**config.mk**
```make
export PLATFORM = sky130hd
export DESIGN_NAME = rgb_result_driver
export DESIGN_NICKNAME = d
export VERILOG_FILES = /design/src/rtl/rgb_result_driver.sv
export SDC_FILE = /design/constraint.sdc
export NUM_CORES = 1
export LEC_CHECK = 0
export CAP_MARGIN = 20
export CORE_MARGIN = 2
export CORE_UTILIZATION = 50
export DETAILED_ROUTE_END_ITERATION = 10
export PLACE_DENSITY = 0.74
export SLEW_MARGIN = 40
export SYNTH_ARGS = -nofsm -noshare
export SYNTH_HDL_FRONTEND = slang
export SYNTH_SLANG_ARGS = --single-unit
```
**constraint.sdc**
```tcl
create_clock -name clk -period 1.57 [get_ports clk]
set_input_delay 0.157 -clock clk [delete_from_list [all_inputs] [get_ports clk]]
set_output_delay 0.157 -clock clk [all_outputs]
set_load 0.05 [all_outputs]
```
**src/rtl/rgb_result_driver.sv**
```systemverilog
// Debounces an asynchronous one-hot comparator result and drives an RGB LED:
// a short blink on each new result, then steady PWM brightness; white on invalid input.
module rgb_result_driver #(
    parameter int unsigned STABLE_CYCLES = 16,
    parameter int unsigned PWM_BITS      = 8,
    parameter int unsigned FLASH_HALF    = 1024
) (
    input  logic                clk,
    input  logic                rst,
    input  logic [0:2]          rgb_in,
    input  logic [PWM_BITS-1:0] brightness,
    output logic [0:2]          led,
    output logic [0:2]          result,
    output logic                changed,
    output logic                error
);

    localparam int unsigned CNT_W = $clog2(STABLE_CYCLES);
    localparam int unsigned TMR_W = $clog2(FLASH_HALF + 1);
    localparam logic [CNT_W-1:0] CNT_MAX  = CNT_W'(STABLE_CYCLES - 1);
    localparam logic [TMR_W-1:0] TMR_LAST = TMR_W'(FLASH_HALF - 1);

    typedef enum logic [1:0] {IDLE, FLASH, SHOW, ERR} state_e;

    logic [0:2]          s1_q, s2_q;
    logic [0:2]          cand_q, cand_d;
    logic [CNT_W-1:0]    cnt_q, cnt_d;
    logic [0:2]          result_q, result_d;
    logic                changed_q, changed_d;
    logic                error_q, error_d;
    logic [PWM_BITS-1:0] pwm_q;
    logic [TMR_W-1:0]    tmr_q, tmr_d;
    logic                phase_q, phase_d;
    logic [1:0]          halves_q, halves_d;
    state_e              state_q, state_d;
    logic [0:2]          led_q, led_d;

    logic stable, cand_multi, commit, err_rise, err_fall, pwm_on;

    function automatic logic multi_hot(input logic [0:2] v);
        return (v[0] & v[1]) | (v[0] & v[2]) | (v[1] & v[2]);
    endfunction

    assign stable     = (cnt_q == CNT_MAX);
    assign cand_multi = multi_hot(cand_q);
    assign commit     = stable && !cand_multi && (cand_q != result_q);
    assign err_rise   = error_d && !error_q;
    assign err_fall   = !error_d && error_q;
    assign pwm_on     = (pwm_q < brightness);

    // NOTE: every combinational output gets a default first so no path can infer a latch.
    always_comb begin
        cand_d    = cand_q;
        cnt_d     = cnt_q;
        result_d  = result_q;
        changed_d = 1'b0;
        error_d   = error_q;
        if (s2_q != cand_q) begin
            cand_d = s2_q;
            cnt_d  = '0;
        end else if (!stable) begin
            cnt_d = cnt_q + CNT_W'(1);
        end
        // A stable valid candidate clears the error whether or not it commits.
        if (stable) error_d = cand_multi;
        if (commit) begin
            result_d  = cand_q;
            changed_d = 1'b1;
        end
    end

    always_comb begin
        state_d  = state_q;
        tmr_d    = tmr_q;
        phase_d  = phase_q;
        halves_d = halves_q;
        if (state_q == FLASH) begin
            if (tmr_q == TMR_LAST) begin
                tmr_d    = '0;
                phase_d  = !phase_q;
                halves_d = halves_q + 2'd1;
                if (halves_q == 2'd3) state_d = SHOW;
            end else begin
                tmr_d = tmr_q + TMR_W'(1);
            end
        end
        // Commit outranks error transitions; a commit always clears the error anyway.
        if (commit) begin
            if (cand_q == 3'b000) begin
                state_d = IDLE;
            end else begin
                state_d  = FLASH;
                tmr_d    = '0;
                phase_d  = 1'b1;
                halves_d = '0;
            end
        end else if (err_rise) begin
            state_d = ERR;
        end else if (err_fall) begin
            state_d = (result_q != 3'b000) ? SHOW : IDLE;
        end
    end

    always_comb begin
        led_d = 3'b000;
        case (state_q)
            FLASH:   led_d = phase_q ? result_q : 3'b000;
            SHOW:    led_d = result_q & {3{pwm_on}};
            ERR:     led_d = {3{pwm_on}};
            default: led_d = 3'b000;
        endcase
    end

    // NOTE: sequential state uses non-blocking assignments so all registers update together.
    always_ff @(posedge clk or posedge rst) begin
        if (rst) begin
            s1_q      <= '0;
            s2_q      <= '0;
            cand_q    <= '0;
            cnt_q     <= '0;
            result_q  <= '0;
            changed_q <= 1'b0;
            error_q   <= 1'b0;
            pwm_q     <= '0;
            tmr_q     <= '0;
            phase_q   <= 1'b0;
            halves_q  <= '0;
            state_q   <= IDLE;
            led_q     <= '0;
        end else begin
            s1_q      <= rgb_in;
            s2_q      <= s1_q;
            cand_q    <= cand_d;
            cnt_q     <= cnt_d;
            result_q  <= result_d;
            changed_q <= changed_d;
            error_q   <= error_d;
            pwm_q     <= pwm_q + PWM_BITS'(1);
            tmr_q     <= tmr_d;
            phase_q   <= phase_d;
            halves_q  <= halves_d;
            state_q   <= state_d;
            led_q     <= led_d;
        end
    end

    assign led     = led_q;
    assign result  = result_q;
    assign changed = changed_q;
    assign error   = error_q;

endmodule

```
-- Yosys cells after proc, flatten, opt, wreduce, memory -nomap -nowiden
Index checks and enable logic that the tools add are counted.
- add/sub/neg operators: 4
- order comparisons: 1
- equal/unequal tests: 9
- reduce and logical (&&, ||, !) cells: 14
- multiplexer cells: 26
- bitwise logic cells: 6
- operator list (kind ; number):
    $mux W11 ; 4
    $mux W2 ; 11
    $reduce_bool A4 Y1 ; 3
    $add A11 B1 Y11 const B ; 1
    $eq A11 B10 Y1 const B ; 1
    $pmux W3 S3 ; 1
    $add A8 B1 Y8 const B ; 1
    $lt A8 B8 Y1 ; 1
    $mux W4 ; 2
    $mux W1 ; 7
    $eq A2 B2 Y1 const B ; 3
    $ne A3 B3 Y1 ; 2
    $add A4 B1 Y4 const B ; 1
    $eq A4 B4 Y1 const B ; 1
    $logic_and A1 B1 Y1 ; 4
    $logic_not A1 Y1 ; 4
    $and A1 B1 Y1 ; 3
    $and A3 B3 Y3 ; 1
    $logic_not A3 Y1 ; 1
    $mux W3 ; 1
    $reduce_and A3 Y1 ; 1
    $reduce_bool A3 Y1 ; 1
    $add A2 B1 Y2 const B ; 1
    $eq A2 B1 Y1 const B ; 1
    2 further kinds ; 3
- output and inout bits: 8
- register bits after elaboration: 45
- bits of input ports: 13

-- Logic depth before layout (Yosys ltp)
- word-level depth: 9
- mapped depth: 6
- gate-level depth less buffers: 6

-- Least setup slack after synthesis
No wires, ideal clock.
- path kind: register to register
- start point: reg result_q, in the netlist result[2]
- end point: reg state_q[0]
- cell stages (with the launch flop): 5
- path slack: -134 ps
- arrival time: 1578 ps
- buffers on the path: 0
- clock period less this slack: 1704 ps
- required time: 1444 ps
- library setup time: 126 ps
- path through: dfrtp_1 > xor2_1 > nor3_2 > nor3_2 > a311o_1
- longest elaborated chain between the ends: 4
- RTL lines (what ; RTL line ; text):
    start, declared ; 28 ; logic [0:2] result_q, result_d;
    start signal, assigned ; 135 ; result_q <= result_d;
    $ne A3 B3 Y1 (*) ; 46 ; assign commit = stable && !cand_multi && (cand_q != result_q);
    $logic_and A1 B1 Y1 (*) ; 46 ;
    $reduce_bool A4 Y1 (no source line) ; - ;
    $reduce_and A3 Y1 (no source line) ; - ;
    end signal, assigned ; 142 ; state_q <= state_d;
    end, declared ; 35 ; state_e state_q, state_d;
Mark *: on every way between the ends. The rest lies on a longest branch, timed or not.
A chain may end at the register's enable or synchronous reset.

-- Worst setup path after layout
- start point: reg pwm_q[7]
- end point: reg led_q, in the netlist led[2]
- longest elaborated chain between the ends: 3
- RTL lines (what ; RTL line ; text):
    start, declared ; 31 ; logic [PWM_BITS-1:0] pwm_q;
    start signal, assigned ; 138 ; pwm_q <= pwm_q + PWM_BITS'(1);
    $lt A8 B8 Y1 (*) ; 49 ; assign pwm_on = (pwm_q < brightness);
    $and A3 B3 Y3 ; 108 ; SHOW: led_d = result_q & {3{pwm_on}};
    $pmux W3 S3 (*) ; 106 ; case (state_q)
    net led_d, one bit ; 36 ; logic [0:2] led_q, led_d;
    end signal, assigned ; 143 ; led_q <= led_d;
    end, declared ; 36 ;
The timed path passes the listed nets; every way through them passes the cells marked *.

==> impl_results.md <==
- Final net count: 292
- Finish-stage setup viols: 0
- Root buf cell: clkbuf_8
- Crit path max-delay family: compound AO/OA/AOI/OAI gates
- Pwr dens: 776.8 nW/um2
- Final Cell Area: 3060 um2
- Cells on worst reg2reg path: 5
- Cell area after synthesis: 2175 um2
- Final Skew: 0.006389 ns
- Buf/Inv on CP: 0
- Post-Syn Instances: 200
- Via/cell ratio: 5.069
- Starting Density: 53.21%
- Post-synth ARST share: 100.0%
- Startpoint Class: flip-flop
- GPL Wtd Cong: 0.7831
- Max VDD drop: 0.0007294 V
- Flop2flop setup slack: 0.03 ns
- CP cell instances: ha_1 > and4_4 > o21ai_2 > o211ai_1 > a22oi_1
- Via count: 1617
- Worst hold path type: in -> async
- # IOs: 21
- # clock sinks: 45
- First-pass GRT wire length: 7.238 mm
- Fin. Hold Viols: 0
- Post-synth top area share: 51.78%
- Share of layout cells above drive strength 1: 34.94%
- # port buffers: 20
- Peak Freq: 648.2 MHz
- Hold-fix buffers, CTS: 0
- Fill cells: 271
- Crit path max fanout: 3
- Flops & latches, synth: 45
- Mean post-synth cell area: 10.87 um2
- Rows: 23
- Main flop type after synthesis: dfrtp_1
- DRC Markers: 0
- Post-Syn Nets: 224
- Placed cell areas: 2675 um2
- Crit end category: flip-flop
- Detailed Place HPWL: 2.991 mm
- Fin crit period: 1.543 ns
- Outcome: completed
- Post-route clock period utilization: 98.26%
- Die ar.: 4893 um2
- Clock Tree Buf Depth: 2
- Final Slew Violations: 0
- Gr ovfl total: 0
- Syn. warnings: 0
- RR Endpoint: led[2]$_DFF_PP0_
- RSZ-0062 raised after global routing: yes
- CTS Buf Count: 5
- Largest stage delay on the critical path: 0.39 ns
- Chip width: 69.95 um
- Number of DRC markers in iteration 0: 44
- Post-route ant nets: 0
- Post-synth EDFFs: 0
- Top cells by area, synth: dfrtp_1 52%, ha_1 6.3%, xnor2_1 6.0%
- Slew @ Worst Pin: 0.3929 ns
- Core Area: 4086 um2
- Critical Path Start: pwm_q[7]$_DFF_PP0_
- Initial antenna violation count: 0
- Unique cell type count in the Yosys netlist: 45
- Htree depth: 2
- Global Route Usage Sum: 18.68%
- Later-pin clock latency in the skew report: 0.30 ns
- Wirelength, routed: 4.539 mm
- Worst-path clk slew: 0.09 ns
- Worst reg2reg startpoint: pwm_q[7]$_DFF_PP0_
- Total power: 2.377 mW
- Critical Path AT: 1.71 ns
- DR WL/cell: 14.23 um
- Largest net degree at the start of global routing: 46
- Slowest cell on crit path: dfrtp_1
- Leak: 1.462 nW
- Worst relative slew slack: 73.81%
- Top cell type by total area after synthesis: dfrtp_1
- Seq/Total Area, Yosys: 51.78%
- Vias in the first global route: 1581
- Hold Slack: 0.2002 ns
- Type of the worst setup path: reg -> reg
- Max-capacitance violation count: 0
- DRT Pass-1 Iters: 4
- TritonCTS clock tree: yes
- Area Overhead vs Synth: 40.74%
- Die H: 69.95 um
- CP required: 1.74 ns
- N_diodes: 0
-- synthesized netlist by cell type, types with 4 or more instances --
| library cell | instances |
|---|---|
| and3_1 | 6 |
| o21ai_0 | 7 |
| xnor2_1 | 15 |
| nand3_1 | 7 |
| inv_1 | 15 |
| nor3_1 | 4 |
| nor2_1 | 18 |
| nand2b_1 | 4 |
| nand2_1 | 13 |
| xor2_1 | 9 |
| dfrtp_1 | 45 |
| ha_1 | 11 |
-- registers in the layout (all words and copies together) (netlist names) --
name / count
halves_q: 2
error: 1
cand_q: 3
phase_q: 1
state_q: 2
cnt_q: 4
result: 3
pwm_q: 8
s1_q: 3
s2_q: 3
tmr_q: 11
led: 3
changed: 1
-- how the worst max path moves through the flow --
stage | endpoint | slack (ns) | cells past startpoint
2_1_floorplan | state_q[0]$_DFFE_PP0P_ | -0.005 | 4
3_3_place_gp | led[1]$_DFF_PP0_ | -0.34 | 6
3_5_place_dp | led[1]$_DFF_PP0_ | -0.39 | 6
4_1_cts | state_q[0]$_DFFE_PP0P_ | 0.004 | 3
5_1_grt | led[0]$_DFF_PP0_ | -0.03 | 5
6_report | led[2]$_DFF_PP0_ | 0.03 | 5
-- where the power goes --
group	internal, mW	switching, mW	total (mW)
logic	0.0734	0.0670	0.140
registers	1.17	0.0144	1.19
clock network	0.641	0.409	1.05
total	1.89	0.491	2.38
-- layer usage --
| metal | routed length (um) | global-route usage (%) | up-vias |
|---|---|---|---|
| met5 | 0 | 0 | - |
| met4 | 48 | 5.769 | 0 |
| met3 | 126 | 3.463 | 5 |
| met2 | 2322 | 31.85 | 18 |
| met1 | 2041 | 24.20 | 775 |
| li1 | - | - | 819 |
-- metrics by stage --
stage	setup TNS (ns)	std cells	util, %	setup WS, ns
after detailed placement	-1.650	299	65.46	-0.3888
after global routing	-0.09504	319	74.89	-0.03068
after global placement	-1.365	299	65.46	-0.3362
after floorplan	-0.004773	200	-	-0.004773
final	0	319	74.89	0.02727
after CTS	0	308	70.48	0.003738
-- cells in the final DEF (no fill, tap or decap), drive strengths merged, types with 2 or more instances in the layout --
| master | netlist | layout |
|---|---|---|
| buf | 2 | 54 |
| dfrtp | 45 | 45 |
| nor2 | 18 | 18 |
| xnor2 | 15 | 15 |
| inv | 15 | 15 |
| nand2 | 14 | 14 |
| clkdlybuf4s50 | 0 | 12 |
| ha | 11 | 11 |
| xor2 | 9 | 9 |
| nand3 | 7 | 7 |
| o21ai | 7 | 7 |
| and3 | 6 | 6 |
| nor3 | 6 | 6 |
| clkbuf | 3 | 5 |
| nand2b | 4 | 4 |
| a21oi | 3 | 3 |
| nand4 | 3 | 3 |
| a22oi | 3 | 3 |
| nor4 | 3 | 3 |
| a31oi | 2 | 2 |
| nor3b | 2 | 2 |
| mux2i | 2 | 2 |
| bufinv | 0 | 2 |
-- worst register-to-register path, cell delays in order, from the launching register on --
cell	delay, ns
dfrtp_1	0.39
ha_1	0.32
and4_4	0.22
o21ai_2	0.07
o211ai_1	0.31
a22oi_1	0.12
-- cells by family (layout without fill, tap and decap cells) --
group,count (synthesis),in the layout,synth area share [%]
DFF,45,45,51.78
and+or+nand+nor,72,72,19.33
xor gates and xnor gates,24,24,9.667
muxes,2,2,0.9206
adders and majority gates,12,12,6.847
buffers and inverters,20,89,3.567
AOI/OAI and AO/OA,25,25,7.883
-- timing repair --
item,4_1_cts,5_1_grt
gates resized for setup,14,16
buffers inserted,1,11
setup endpoints to repair,13,18
pin swaps,3,20
-- cell type report --
type / instances / area [um2] / area share, %
Clock buffer: 5 / 68.82 / 2.249
Clock inverter: 3 / 68.82 / 2.249
Inverter: 15 / 56.30 / 1.840
Tap cell: 50 / 62.56 / 2.044
Sequential cell: 45 / 1134 / 37.04
Timing Repair Buffer: 66 / 541.8 / 17.70
Multi-Input combinational cell: 135 / 1129 / 36.88
Power figures use the tool's default switching activity.
